`src/rtl/mul_div_unit_pkg.sv`:
```
// rtl/mul_div_unit_pkg.sv - shared op/state encodings and default width for the mul/div unit
package mul_div_unit_pkg;

  localparam int MDU_DATA_WIDTH = 32;

  typedef enum logic [3:0] {
    ALU_ADD = 4'd0,
    ALU_SUB = 4'd1,
    ALU_AND = 4'd2,
    ALU_OR  = 4'd3,
    ALU_XOR = 4'd4,
    ALU_SLL = 4'd5,
    ALU_SRL = 4'd6,
    ALU_SRA = 4'd7
  } alu_op_e;

  // Bit 2 marks the divide group; within it bit 1 selects remainder and bit 0 unsigned.
  typedef enum logic [2:0] {
    OP_MUL    = 3'd0,
    OP_MULH   = 3'd1,
    OP_MULHSU = 3'd2,
    OP_MULHU  = 3'd3,
    OP_DIV    = 3'd4,
    OP_DIVU   = 3'd5,
    OP_REM    = 3'd6,
    OP_REMU   = 3'd7
  } mdu_op_e;

  typedef enum logic [1:0] {
    ST_IDLE = 2'd0,
    ST_CALC = 2'd1,
    ST_DONE = 2'd2
  } mdu_state_e;

  function automatic logic op_is_div(input mdu_op_e o);
    return o[2];
  endfunction

  function automatic logic op_a_signed(input mdu_op_e o);
    return (o == OP_MULH) || (o == OP_MULHSU) || (o == OP_DIV) || (o == OP_REM);
  endfunction

  function automatic logic op_b_signed(input mdu_op_e o);
    return (o == OP_MULH) || (o == OP_DIV) || (o == OP_REM);
  endfunction

endpackage

```
`src/rtl/mdu_divider.sv`:
```
// rtl/mdu_divider.sv - restoring divider on magnitudes, one quotient bit per step
module mdu_divider #(
  parameter int W = 32
) (
  input  logic         clk,
  input  logic         rst,
  input  logic         load_i,
  input  logic         step_i,
  input  logic [W-1:0] dividend_i,
  input  logic [W-1:0] divisor_i,
  output logic [W-1:0] quo_next_o,
  output logic [W-1:0] rem_next_o
);

  logic [W-1:0] quo_q, rem_q, dvsr_q;
  logic [W:0]   rem_sh, trial;

  // Partial remainder stays below the divisor, so one extra bit catches the borrow.
  always_comb begin
    rem_sh = {rem_q, quo_q[W-1]};
    trial  = rem_sh - {1'b0, dvsr_q};
    if (trial[W]) begin
      rem_next_o = rem_sh[W-1:0];
      quo_next_o = {quo_q[W-2:0], 1'b0};
    end else begin
      rem_next_o = trial[W-1:0];
      quo_next_o = {quo_q[W-2:0], 1'b1};
    end
  end

  always_ff @(posedge clk) begin
    if (rst) begin
      quo_q  <= '0;
      rem_q  <= '0;
      dvsr_q <= '0;
    end else if (load_i) begin
      quo_q  <= dividend_i;
      rem_q  <= '0;
      dvsr_q <= divisor_i;
    end else if (step_i) begin
      quo_q  <= quo_next_o;
      rem_q  <= rem_next_o;
    end
  end

endmodule

```
`src/rtl/mul_div_unit.sv`:
```
// rtl/mul_div_unit.sv - iterative multiply/divide unit; divider built only when MDU_DIV_EN is defined
module mul_div_unit
  import mul_div_unit_pkg::*;
#(
  parameter int DATA_WIDTH = MDU_DATA_WIDTH,
  parameter int OP_BITS    = 3
) (
  input  logic                  clk,
  input  logic                  rst,
  input  logic                  in_valid,
  output logic                  in_ready,
  input  logic [OP_BITS-1:0]    op,
  input  logic [DATA_WIDTH-1:0] a,
  input  logic [DATA_WIDTH-1:0] b,
  output logic                  out_valid,
  input  logic                  out_ready,
  output logic [DATA_WIDTH-1:0] q,
  output logic                  err,
  output logic                  busy
);

  localparam int W  = DATA_WIDTH;
  localparam int CW = $clog2(W);
  localparam logic [W-1:0] MIN_VAL = {1'b1, {(W-1){1'b0}}};

  mdu_state_e   state_q;
  mdu_op_e      op_q;
  logic         neg_q, err_q;
  logic [W-1:0] mcand_q, q_q;
  logic [2*W-1:0] acc_q;
  logic [CW-1:0]  cnt_q;

  mdu_op_e      op_in;
  logic         op_known, is_rem, a_neg, b_neg, neg_d, accept;
  logic         spec_d, spec_err_d;
  logic [W-1:0] a_mag, b_mag, spec_q_d, result;
  logic [W:0]   mul_sum;
  logic [2*W-1:0] mul_next, prod_fix;
  logic [W-1:0] mul_res;

  assign op_in    = mdu_op_e'(op[2:0]);
  assign op_known = ((op >> 3) == '0);
  assign is_rem   = op_is_div(op_in) & op_in[1];
  assign a_neg    = op_a_signed(op_in) & a[W-1];
  assign b_neg    = op_b_signed(op_in) & b[W-1];
  assign a_mag    = a_neg ? -a : a;
  assign b_mag    = b_neg ? -b : b;
  assign neg_d    = a_neg ^ (b_neg & ~is_rem);
  assign accept   = (state_q == ST_IDLE) & in_valid;

  always_comb begin
    spec_d     = 1'b0;
    spec_err_d = 1'b0;
    spec_q_d   = '0;
    if (!op_known) begin
      spec_d     = 1'b1;
      spec_err_d = 1'b1;
    end else if (op_is_div(op_in)) begin
`ifdef MDU_DIV_EN
      if (b == '0) begin
        spec_d   = 1'b1;
        spec_q_d = is_rem ? a : '1;
      end else if (!op_in[0] && a == MIN_VAL && b == '1) begin
        spec_d   = 1'b1;
        spec_q_d = is_rem ? '0 : MIN_VAL;
      end
`else
      spec_d     = 1'b1;
      spec_err_d = 1'b1;
`endif
    end
  end

  // Product register starts as {0, multiplier}; each step adds the multiplicand and shifts right.
  always_comb begin
    mul_sum  = {1'b0, acc_q[2*W-1:W]} + (acc_q[0] ? {1'b0, mcand_q} : '0);
    mul_next = {mul_sum, acc_q[W-1:1]};
    prod_fix = neg_q ? -mul_next : mul_next;
    mul_res  = (op_q == OP_MUL) ? prod_fix[W-1:0] : prod_fix[2*W-1:W];
  end

`ifdef MDU_DIV_EN
  logic [W-1:0] div_quo, div_rem, div_mag;

  mdu_divider #(.W(W)) u_divider (
    .clk        (clk),
    .rst        (rst),
    .load_i     (accept),
    .step_i     (state_q == ST_CALC),
    .dividend_i (a_mag),
    .divisor_i  (b_mag),
    .quo_next_o (div_quo),
    .rem_next_o (div_rem)
  );

  assign div_mag = op_q[1] ? div_rem : div_quo;
  assign result  = op_q[2] ? (neg_q ? -div_mag : div_mag) : mul_res;
`else
  assign result  = mul_res;
`endif

  // The last CALC edge both takes the final step and applies sign correction.
  always_ff @(posedge clk) begin
    if (rst) begin
      state_q <= ST_IDLE;
      op_q    <= OP_MUL;
      neg_q   <= 1'b0;
      mcand_q <= '0;
      acc_q   <= '0;
      cnt_q   <= '0;
      q_q     <= '0;
      err_q   <= 1'b0;
    end else begin
      case (state_q)
        ST_IDLE: begin
          if (in_valid) begin
            op_q    <= op_in;
            neg_q   <= neg_d;
            mcand_q <= a_mag;
            acc_q   <= {{W{1'b0}}, b_mag};
            cnt_q   <= '0;
            q_q     <= spec_q_d;
            err_q   <= spec_err_d;
            state_q <= spec_d ? ST_DONE : ST_CALC;
          end
        end
        ST_CALC: begin
          acc_q <= mul_next;
          cnt_q <= cnt_q + 1'b1;
          if (cnt_q == CW'(W-1)) begin
            q_q     <= result;
            state_q <= ST_DONE;
          end
        end
        ST_DONE: begin
          if (out_ready) state_q <= ST_IDLE;
        end
        default: state_q <= ST_IDLE;
      endcase
    end
  end

  assign in_ready  = (state_q == ST_IDLE);
  assign out_valid = (state_q == ST_DONE);
  assign busy      = (state_q != ST_IDLE);
  assign q         = q_q;
  assign err       = err_q;

endmodule

```
`config.mk`:
```
export PLATFORM = sky130hd
export DESIGN_NAME = mul_div_unit
export DESIGN_NICKNAME = d
export VERILOG_FILES = /design/src/rtl/mul_div_unit_pkg.sv /design/src/rtl/mdu_divider.sv /design/src/rtl/mul_div_unit.sv
export SDC_FILE = /design/constraint.sdc
export NUM_CORES = 1
export LEC_CHECK = 0
export BUFFER_PORTS_ARGS = -buffer_cell sky130_fd_sc_hd__buf_2
export CAP_MARGIN = 20
export CORE_ASPECT_RATIO = 0.5
export CORE_MARGIN = 1.5
export CORE_UTILIZATION = 35
export CTS_CLUSTER_DIAMETER = 80
export DETAILED_ROUTE_END_ITERATION = 10
export PLACE_DENSITY = 0.5
export SLEW_MARGIN = 20
export SYNTH_ARGS = -nofsm -noshare
export SYNTH_HDL_FRONTEND = slang
export SYNTH_SLANG_ARGS = --single-unit
export TNS_END_PERCENT = 1
```
`constraint.sdc`:
```
create_clock -name clk -period 4.75 [get_ports clk]
set_input_delay 0.2375 -clock clk [delete_from_list [all_inputs] [get_ports clk]]
set_output_delay 0.2375 -clock clk [all_outputs]
set_load 0.005 [all_outputs]
```
# ---- Word-level counts from Yosys, hierarchy flattened
# Cells that the tools add are included.
dict set report op_classes {
  add_sub_neg 5
  eq_ne 10
  muxes 18
  bitwise 6
  reduce_logical 13
}
# op n
set op_table {}
lappend op_table {{32-bit 2-to-1 mux} 6}
lappend op_table {{64-bit 2-to-1 mux} 2}
lappend op_table {{64-bit case mux with 2 select lines} 1}
lappend op_table {{32-bit negator} 2}
lappend op_table {{64-bit negator} 1}
lappend op_table {{32-bit case mux with 2 select lines} 1}
lappend op_table {{32-bit by 32-bit adder with 33-bit output} 1}
lappend op_table {{5-bit case mux with 2 select lines} 1}
lappend op_table {{2-bit 2-to-1 mux} 4}
lappend op_table {{3-bit equality test (second input constant)} 2}
lappend op_table {{2-bit case mux with 3 select lines} 1}
lappend op_table {{3-bit AND reduction} 2}
lappend op_table {{5-bit by 1-bit adder with 5-bit output (second input constant)} 1}
lappend op_table {{5-bit equality test (second input constant)} 1}
lappend op_table {{1-bit logical OR} 5}
lappend op_table {{5-bit 2-to-1 mux} 1}
lappend op_table {{1-bit AND} 4}
lappend op_table {{2-bit != test (second input constant)} 2}
lappend op_table {{2-bit AND reduction} 2}
lappend op_table {{2-bit nonzero test} 2}
lappend op_table {{3-bit by 1-bit equality test with 1-bit output (second input constant)} 1}
lappend op_table {{3-bit by 2-bit equality test with 1-bit output (second input constant)} 1}
lappend op_table {{3-bit logical NOT} 1}
lappend op_table {{2-bit by 1-bit equality test with 1-bit output (second input constant)} 1}
lappend op_table {{6 further kinds} 6}
dict set report word_totals {
  regBits 140
  in_bits 71
  out_inout_bits 36
  word_cells 60
}

# ---- Depth between registers and ports, before layout
# Gate-level depths: netlist of run 1.
dict set report logic_depth {
  depth_word 7
  depth_mapped 16
  mapped_depth_nobuf 14
}

# ---- Worst setup path before layout of run 1
# OpenSTA, ideal clock, no wires.
dict set report synth_path {
  path_kind {reg2reg}
  from {register acc_q[0]}
  to {register q_q[24] (netlist: q[24])}
  setup_time_ns 0.060
  t_arrival_ns 4.192
  t_required_ns 4.690
  setup_slack_ns 0.499
  stages_incl_launch_ff 16
  n_path_buf 1
  synth_period_minus_slack_ns 4.251
  path_cell_list {dfxtp_1 > clkbuf_1 > and2_1 > ha_1 > fa_1 > a21o_1 > a221o_1 > a21oi_2 > o21bai_2 > a211oi_1 > a211oi_1 > or4_1 > or4_4 > o31ai_1 > mux2_1 > nand2_1}
}
dict set report synth_between {
  elab_chain_len 7
}
# item line_no
set synth_lines {}
lappend synth_lines {{from (decl)} mul_div_unit.sv:30} ;# logic [2*W-1:0] acc_q;
lappend synth_lines {{from (signal assigned)} mul_div_unit.sv:120} ;# acc_q <= {{W{1'b0}}, b_mag};
lappend synth_lines {{from (signal assigned)} mul_div_unit.sv:128} ;# acc_q <= mul_next;
lappend synth_lines {{32-bit 2-to-1 mux (*)} mul_div_unit.sv:76} ;# mul_sum = {1'b0, acc_q[2*W-1:W]} + (acc_q[0] ? {1'b0, mcand_q} : '0);
lappend synth_lines {{32-bit by 32-bit adder with 33-bit output (*)} mul_div_unit.sv:76}
lappend synth_lines {{64-bit negator} mul_div_unit.sv:78} ;# prod_fix = neg_q ? -mul_next : mul_next;
lappend synth_lines {{64-bit 2-to-1 mux (*)} mul_div_unit.sv:78}
lappend synth_lines {{32-bit 2-to-1 mux (*)} mul_div_unit.sv:79} ;# mul_res = (op_q == OP_MUL) ? prod_fix[W-1:0] : prod_fix[2*W-1:W];
lappend synth_lines {{32-bit 2-to-1 mux (*)} mul_div_unit.sv:130} ;# if (cnt_q == CW'(W-1)) begin
lappend synth_lines {{32-bit case mux with 2 select lines (*)} mul_div_unit.sv:114} ;# case (state_q)
lappend synth_lines {{to (signal assigned)} mul_div_unit.sv:122} ;# q_q <= spec_q_d;
lappend synth_lines {{to (signal assigned)} mul_div_unit.sv:131} ;# q_q <= result;
lappend synth_lines {{to (decl)} mul_div_unit.sv:29} ;# logic [W-1:0] mcand_q, q_q;
# Mark *: on every way between the ends. The rest lies on a longest branch, timed or not. The select of a mux whose other input is x is not followed.
# A chain may end at the register's enable or synchronous reset.

# ---- Worst setup path after layout of run 1
dict set report layout_path {
  from {register acc_q[0]}
  to {register q_q[31] (netlist: q[31])}
}
# The elaborated chain is that of the path after synthesis.

==> impl_metrics.toml, run 1 <==
[synthesis]
synthCells = 1342
synth-edff-count = 0
ys_warn_count = 0
synth_top_area_share_pct = 27.06
async_reset_ff_share_pct = 0
seq_area_frac_synth_pct = 27.06
synth_area_um2 = 10280
synth_xor_area_share_pct = 9.453
ys_types = 91
synth_compound_area_share_pct = 30.17
syn_nets = 1451
synth_top_cell_by_area = "dfxtp_1"
synth-simple-area-share_pct = 23.91
avgSynthCellArea_um2 = 7.664
synth.area.top_cells = "dfxtp_1, nor2_1, xor2_1"
ys_seq_elements = 139
synthAdderAreaFrac_pct = 4.696
synth_top_family_by_area = "compound AO/OA/AOI/OAI gates"
synthFlopType = "dfxtp_1"
synthMuxAreaShare_pct = 0.4015

[critical_path]
cp-start-kind = "flip-flop"
required_ps = 5110
worst-setup-path-type = "reg2reg"
cpLargestDelayFamily = "simple AND/OR/NAND/NOR gates"
max_stage_delay_ps = 630
crit_arrival_ps = 4810
path_max_fanout = 19
crit_path_end_kind = "flip-flop"
path_buf_inv = 2
crit_path_top_delay_cell = "or4_1"
path_cells = "buf_4, and2_1, ha_1, a21oi_1, o21ai_1, or4_1, and3_1, or4_1, buf_4, nor4_1, a21oi_1, o31a_1, nor3_1"

[timing]
fin_crit_sh_pct = 93.75
fin_ws_ps = 296.8
rsz0062_at_grt = "false"
fin_crit_ps = 4453
hold_viol_final = 0
setup_tns_ps = 0
relSlewSlack_pct = 34.54
setup_viol = 0
fmax_mhz = 224.6
worst_pin_slew_ps = 981.9
skew_ps = 14.63
slew_viol_final = 0

[finish]
final-seq-area_um2 = 2785
fill_cells = 3083
nNetsFinal = 1523
final_area_um2 = 11870
syn_to_final_growth_pct = 15.43
drive_gt1_share_pct = 15.15
num_antenna_cells = 0
multi_input_area_um2 = 7081
postLayoutCoreUtil_pct = 41.00

[power]
p_sw_mw = 1.113
p_total_mw = 3.492
seq_power_share_pct = 37.5
p_int_mw = 2.379
swShare_pct = 31.87
ir_drop_uv = 227.3
power_frac_clock_pct = 39.9
power_density_nw_per_um2 = 294.2
p_leak_nw = 4.843
comb_power_share_pct = 22.6

[global_route]
grt_pass1_wl_mm = 54.91
grt_pass1_vias = 9574
track_usage_pct = 22.98
antenna_found_initial = 0
grt-ovfl-total = 0
grt_max_degree = 71

[placement]
gp_congestion = 0.9181
post-dp-hpwl_mm = 26.28
post_dp_cell_area_um2 = 11250
preCtsSetupSlack_ps = 165.1
io_buffer_count = 106

[die]
die_w_um = 245.4
row_count = 44
start_util_pct = 35.52
coreArea_um2 = 28960
die_height_um = 124.2
floorplan.die_area_um2 = 30490
ios = 107

[drt]
postRouteAntennaNets = 0
via_per_inst = 5.723
first_pass_iters = 9
drcViolationCount = 0
post_drt_wl_per_cell_um = 19.11
drt_wl_total_mm = 34.73
vias = 10400
drt-initial-drc-count = 1036

[cts]
cts_root_buf = "clkbuf_16"
cts.path.max_buffers = 2
clock_sinks = 139
cts_hold_buf = 0
htreeDepth = 4
cts_tree = "yes"
clk_pin_slew_ps = 70
clock_latency_ps = 450
cts_made_buffers = 17

[run_status]
status = "completed"

[worst_hold_path]
hp-class = "in2reg"

[run]
drv_cap = 0
-- placed cells by master (no fill, tap or decap), types with 11 or more instances in the layout --
master       n
nand4_1     12
inv_1       23
a222oi_1    30
and3_1      16
nor3_1      26
a21oi_1     99
and2_1      42
o31ai_1     17
buf_4       39
nand3_1     16
nor4_1      16
or3_1       14
nand2b_1    15
buf_2      105
dfxtp_1    137
nand2_1    110
a211oi_1    36
nor2_1     171
xnor2_1     51
o211ai_1    11
o21ai_0     71
a22oi_1     34
a21o_1      18
ha_1        37
xor2_1      60
clkbuf_16   17
-- synth_stat cells (5+ instances only) --
library cell / number
nor2b_1: 10
nand2b_1: 15
a222oi_1: 30
inv_1: 23
xor2_1: 60
nand4_1: 12
o21ai_1: 9
a21o_1: 18
a311oi_1: 7
a31oi_1: 8
o211ai_1: 11
or3_1: 14
clkbuf_1: 77
and3_1: 16
a22o_1: 6
a211oi_1: 36
nor4_1: 16
or2_2: 9
or4_1: 8
nor2_1: 171
o31ai_1: 17
xnor2_1: 51
a221oi_1: 5
nand3_1: 16
a21boi_0: 5
and4_1: 6
nand2_1: 110
a32oi_1: 7
and2_1: 43
o21ai_0: 71
ha_1: 37
buf_1: 8
dfxtp_1: 139
o221ai_1: 5
o22ai_1: 5
a21oi_1: 99
o41ai_1: 9
nor3_1: 27
a22oi_1: 34
-- worst register-to-register path, cell delays in order (launching register included) --
cell and delay [ps]:
dfxtp_2 460, buf_4 250, and2_1 160, ha_1 360, a21oi_1 300, o21ai_1 260
or4_1 510, and3_1 240, or4_1 630, buf_4 200, nor4_1 430, a21oi_1 120
o31a_1 290, nor3_1 150
-- routing by layer --
metal / part of all wire, % / global-route usage, % / vias to the layer above
met1: 55 / 36.81 / 4916
li1: - / - / 5143
met4: 1.1 / 4.872 / 0
met2: 38 / 30.56 / 316
met3: 6.2 / 4.563 / 24
met5: 0 / 0 / -
-- state kept, by name (all words and copies together) (netlist names) --
name and count:
acc_q 64, mcand_q 32, q 32, cnt_q 5, op_q 3, state_q 2
neg_q 1
-- power groups by stage --
stage	Combinational, mW	Sequential [mW]	Clock [mW]
after floorplan	0.566	1.29	0
after global placement	0.772	1.33	0
final	0.790	1.31	1.39
after detailed placement	0.779	1.33	0
after global routing	0.875	1.32	1.48
after CTS	0.784	1.31	1.43
-- logic make-up (layout without fill, tap and decap cells) --
family,count (synthesis),in the layout
AOI/OAI and AO/OA,440,440
xor gates and xnor gates,111,111
adders and majority gates,38,38
buffers and inverters,114,198
DFF,139,139
muxes,4,4
and+or+nand+nor,496,496
-- final timing paths --
path,from,to,slack (ps),depth (start not counted)
worst min register to register,mcand_q[31],mcand_q[31],450,2
worst max register to register,acc_q[0],q[31],300,13
worst max-delay path,acc_q[0],q[31],300,13
worst min-delay path,a[0],mcand_q[0],70,3
-- layout make-up --
class                      instances  share of cell area, %
clock inverter                    10                  1.191
sequential                       139                  23.46
inverter                          23                 0.7272
timing repair buffer             144                  6.893
tap                              391                  4.121
multi-input combinational       1089                  59.64
clock buffer                      21                  3.963
-- timing repair --
item                                    CTS  global route
endpoints found under the setup margin    0             8
resized for setup                         0             2
setup buffers                             0             0
-- per-stage QoR --
step	cells	hold slack, ps
2_1_floorplan	1342	373.5
3_3_place_gp	1786	434.9
5_1_grt	1817	57.60
3_5_place_dp	1786	442.7
6_report	1817	73.27
4_1_cts	1817	45.28
Power figures use the tool's default switching activity.
==> inputs of run 2 (changes only) <==
SETUP_SLACK_MARGIN = 0.3   (was default)
==> run 2 against run 1 <==
Effect of this change: count of clock-buffer cells in the layout is the same; sequential cell count is the same; combinational power is 0.5% higher; sequential share of layout area down 0.14 points; wire length increased by 0.29%; register-to-register slack better by 150 ps; worst hold slack worse by 0.60 ps; critical path type unchanged; critical endpoint is now q[25]; largest cell class unchanged; highest routed layer unchanged.
==> impl_metrics.toml, run 2 (same netlist as run 1, synthesis figures left out) <==
[power]
power_density_nw_per_um2 = 292.3
ir_drop_uv = 227.5
p_leak_nw = 4.874

[cts]
cts.path.max_buffers = 2
clk_pin_slew_ps = 60
cts_made_buffers = 17
clock_latency_ps = 440
cts_root_buf = "clkbuf_16"
cts_hold_buf = 0
clock_sinks = 139
cts_tree = "yes"
htreeDepth = 4

[global_route]
track_usage_pct = 22.98
antenna_found_initial = 0
grt-ovfl-total = 0
grt_pass1_vias = 9571
grt_pass1_wl_mm = 54.90
grt_max_degree = 71

[finish]
num_antenna_cells = 0
final_cell_mix = "nor2_1, dfxtp_1, nand2_1"
final_common_cell = "nor2_1"
fill_cells = 3079
nNetsFinal = 1526
drive_gt1_share_pct = 16.10
largest_reg_flops = 64
multi_input_area_um2 = 7137
syn_to_final_growth_pct = 16.22
final-seq-area_um2 = 2788
regMostFlops = "acc_q"

[timing]
skew_ps = 12.11
setup_tns_ps = 0
hold_viol_final = 0
rsz0062_at_grt = "true"
relSlewSlack_pct = 33.81
slew_viol_final = 0
worst_pin_slew_ps = 992.9
fin_crit_sh_pct = 90.52
fin_crit_ps = 4300
holdWs_ps = 72.67
setup_viol = 0
fmax_mhz = 232.6

[drt]
postRouteAntennaNets = 0
via_per_inst = 5.723
drt_wl_total_mm = 34.83
vias = 10420
drt-initial-drc-count = 1065
post_drt_wl_per_cell_um = 19.14
drcViolationCount = 0
first_pass_iters = 5

[critical_path]
path_max_fanout = 12
r2r_end = "q[25]"
worst-setup-path-type = "reg2reg"
reg2reg_depth = 14
cp-start-kind = "flip-flop"
r2r_start = "acc_q[0]"
crit_path_start = "acc_q[0]"
crit_arrival_ps = 4630
required_ps = 5080
rrSetupSlack_ps = 450
worstSetupEndpoint = "q[25]"
crit_path_end_kind = "flip-flop"

[placement]
post-dp-hpwl_mm = 26.28
gp_congestion = 0.9181
io_buffer_count = 106

[run_status]
status = "completed"

[die]
start_util_pct = 35.52
die_w_um = 245.4
floorplan.die_area_um2 = 30490
die_height_um = 124.2
ios = 107
row_count = 44
coreArea_um2 = 28960

[worst_hold_path]
hp-start = "a[0]"
min_path_cells = 3
hp-class = "in2reg"

[run]
drv_cap = 0
-- run 2: where the power goes --
part	switching (mW)	internal, mW	total (mW)
combinational	0.502	0.292	0.794
sequential	0.0830	1.23	1.31
clock	0.526	0.864	1.39
total	1.11	2.38	3.49
-- run 2: final cells by class --
cell class | count | area share, %
Inverter | 23 | 0.7223
Timing Repair Buffer | 147 | 7.034
Clock inverter | 10 | 1.183
Tap cell | 391 | 4.093
Clock buffer | 21 | 3.936
Multi-Input combinational cell | 1089 | 59.71
Sequential cell | 139 | 23.32
-- run 2: per-stage QoR --
| stage | setup slack, ps | total power, mW | std cells | cell area [µm²] | util, % |
|---|---|---|---|---|---|
| after floorplan | 498.6 | 1.853 | 1342 | 10280 | - |
| after global placement | 308.0 | 2.103 | 1786 | 11250 | 38.85 |
| after detailed placement | 165.1 | 2.111 | 1786 | 11250 | 38.85 |
| after CTS | 344.6 | 3.519 | 1817 | 11870 | 41.00 |
| after global routing | 296.2 | 3.678 | 1820 | 11950 | 41.28 |
| final | 450.2 | 3.494 | 1820 | 11950 | 41.28 |
-- run 2: worst max-delay path, stage by stage, from the launching register on --
cell and delay, ps:
dfxtp_4 390, and2_1 180, ha_1 210, fa_2 370, a21o_1 220, a221o_1 430
a211o_1 300, a32oi_1 190, o2111ai_1 260, a2111oi_4 430, nand2b_2 160, or4_4 470
o41a_1 350, xnor2_1 150, o21ai_1 70
-- run 2: metal layers --
| metal | global-route usage, % | share of wire, % |
|---|---|---|
| met5 | 0 | 0 |
| met4 | 4.872 | 1.2 |
| met3 | 4.563 | 6.4 |
| met2 | 30.56 | 38 |
| met1 | 36.79 | 54 |
-- run 2: how the worst min path moves through the flow --
stage | end | slack [ps]
after global routing | mcand_q[0] | 60
final | mcand_q[0] | 70
after CTS | mcand_q[0] | 50
after global placement | q[16] | 430
after detailed placement | mcand_q[31] | 440
after floorplan | mcand_q[0] | 370
-- run 2: what timing repair did --
action / in CTS / in global routing
setup buffers: 0 / 3
gates resized for setup: 2 / 13
endpoints found under the setup margin: 8 / 10
hold endpoints to repair: 0 / 0
pin swaps: 0 / 4
==> inputs of run 3 (changes only) <==
BUFFER_PORTS_ARGS = default   (was -buffer_cell sky130_fd_sc_hd__buf_2)
DONT_BUFFER_PORTS = 1   (was default)
PLACE_DENSITY = 0.47   (was 0.5)
TNS_END_PERCENT = 10   (was 1)
==> run 3 against run 2 <==
Effect of this change: utilization is 0.76 points lower; sequential power about the same; critical path depth up 1; clock skew increased by 3.0 ps; final cell count decreased by 4.2%; die area stayed put; design area decreased by 1.8%; total power shrank 2.3%; critical endpoint is now q[30].
==> impl_metrics.toml, run 3 (same netlist as run 1, synthesis figures left out) <==
[run_status]
status = "completed"

[critical_path]
cpLargestDelayFamily = "compound AO/OA/AOI/OAI gates"
path_buf_inv = 1
crit_arrival_ps = 4680
required_ps = 5090
worst-setup-path-type = "reg2reg"
path_cells = "and2_1, ha_2, fa_2, a21o_1, a221o_1, a21oi_2, o21bai_4, a211oi_2, a211oi_2, or4_4, or4_4, buf_4, o41ai_4, xor2_1, o21ai_1"
max_stage_delay_ps = 570
crit_path_top_delay_cell = "or4_4"
cp-start-kind = "flip-flop"
path_max_fanout = 7
crit_path_end_kind = "flip-flop"

[finish]
fill_cells = 3039
syn_to_final_growth_pct = 14.08
regMostFlops = "acc_q"
largest_reg_flops = 64
final_common_cell = "nor2_1"
nNetsFinal = 1450
drive_gt1_share_pct = 10.44
final_cell_mix = "nor2_1, dfxtp_1, nand2_1"

[power]
ir_drop_uv = 258.4
power_density_nw_per_um2 = 291.0
p_leak_nw = 4.526

[cts]
clk_pin_slew_ps = 60
cts.path.max_buffers = 2
cts_made_buffers = 17
clock_sinks = 139
cts_root_buf = "clkbuf_16"
cts_tree = "yes"
clock_latency_ps = 460
htreeDepth = 4

[drt]
drt_wl_total_mm = 36.15
vias = 10140
drt-initial-drc-count = 964
post_drt_wl_per_cell_um = 20.74
drcViolationCount = 0
first_pass_iters = 8
via_per_inst = 5.816
postRouteAntennaNets = 0

[timing]
skew_ps = 15.07
fmax_mhz = 230.2
fin_ws_ps = 406.3
worst_pin_slew_ps = 947.1
hold_viol_final = 0
slew_viol_final = 0
setup_tns_ps = 0
relSlewSlack_pct = 36.73
rsz0062_at_grt = "true"
fin_crit_sh_pct = 91.45
fin_crit_ps = 4344
setup_viol = 0

[global_route]
track_usage_pct = 23.91
grt-ovfl-total = 0
grt_pass1_vias = 9583
grt_max_degree = 124
grt_pass1_wl_mm = 56.41
antenna_found_initial = 0

[die]
floorplan.die_area_um2 = 30490
start_util_pct = 35.52
ios = 107
die_w_um = 245.4
row_count = 44
die_height_um = 124.2
coreArea_um2 = 28960

[worst_hold_path]
hp-class = "in2reg"

[run]
drv_cap = 0

[placement]
io_buffer_count = 0
gp_congestion = 0.8945
post-dp-hpwl_mm = 26.69
preCtsSetupSlack_ps = 239.2
-- run 3: cell count changes in the layout (fill, tap and decap cells not counted), moves of 4 or more --
cell / delta
dlygate4sd3_1: +19
ha_1: -4
buf_2: -105
ha_2: +4
buf_4: +8
-- run 3: worst register-to-register path, cell delays in order (launching register included) --
cell	delay [ps]
dfxtp_4	370
and2_1	170
ha_2	190
fa_2	390
a21o_1	220
a221o_1	440
a21oi_2	260
o21bai_4	100
a211oi_2	250
a211oi_2	80
or4_4	570
or4_4	520
buf_4	170
o41ai_4	210
xor2_1	210
o21ai_1	80
-- run 3: metrics by stage --
step / total power, mW / utilization (%) / cell area, µm² / cells / hold slack, ps
3_5_place_dp: 2.057 / 37.29 / 10800 / 1690 / 320.9
5_1_grt: 3.586 / 40.51 / 11730 / 1742 / 16.61
2_1_floorplan: 1.853 / - / 10280 / 1342 / 373.5
6_report: 3.414 / 40.52 / 11730 / 1743 / 16.18
4_1_cts: 3.424 / 40.01 / 11590 / 1739 / 1.238
3_3_place_gp: 2.050 / 37.29 / 10800 / 1690 / 318.7
-- run 3: worst paths after layout --
kind                                   from           to  slack (ps)  cells past startpoint
worst min register to register  mcand_q[31]  mcand_q[31]         460                      2
worst max-delay path               acc_q[0]        q[30]         410                     15
worst max register to register     acc_q[0]        q[30]         410                     15
worst min-delay path                   a[9]   mcand_q[9]          20                      2
-- run 3: repair_timing --
action                                 4_1_cts  5_1_grt
hold buffers                                20        0
buffers inserted                             0        3
pin swaps                                    0        7
resized for setup                            3       26
gates cloned                                 0        0
setup endpoints to repair                    6        9
endpoints found under the hold margin      123        0
-- run 3: final cells by class --
class,instances,area [µm²],share of cell area (%)
Sequential cell,139,2788,23.76
Antenna cell,1,2.502,0.02133
Clock inverter,7,93.84,0.7998
Clock buffer,22,464.2,3.956
Multi-Input combinational cell,1089,7208,61.44
Tap cell,391,489.2,4.170
Inverter,23,86.33,0.7358
Timing Repair Buffer,71,600.6,5.119
-- run 3: routing by layer --
layer	routed length (µm)	share of wire, %	track usage [%]
met4	302	0.84	5.161
met5	0	0	0
met1	19760	55	38.04
met2	14010	39	32.19
met3	2073	5.7	4.585
-- run 3: where the power goes --
group          internal [mW]  leakage [nW]  total (mW)  switching, mW
combinational          0.293          3.12       0.787          0.495
clock                  0.789         0.268        1.32          0.533
sequential              1.23          1.13        1.30         0.0782
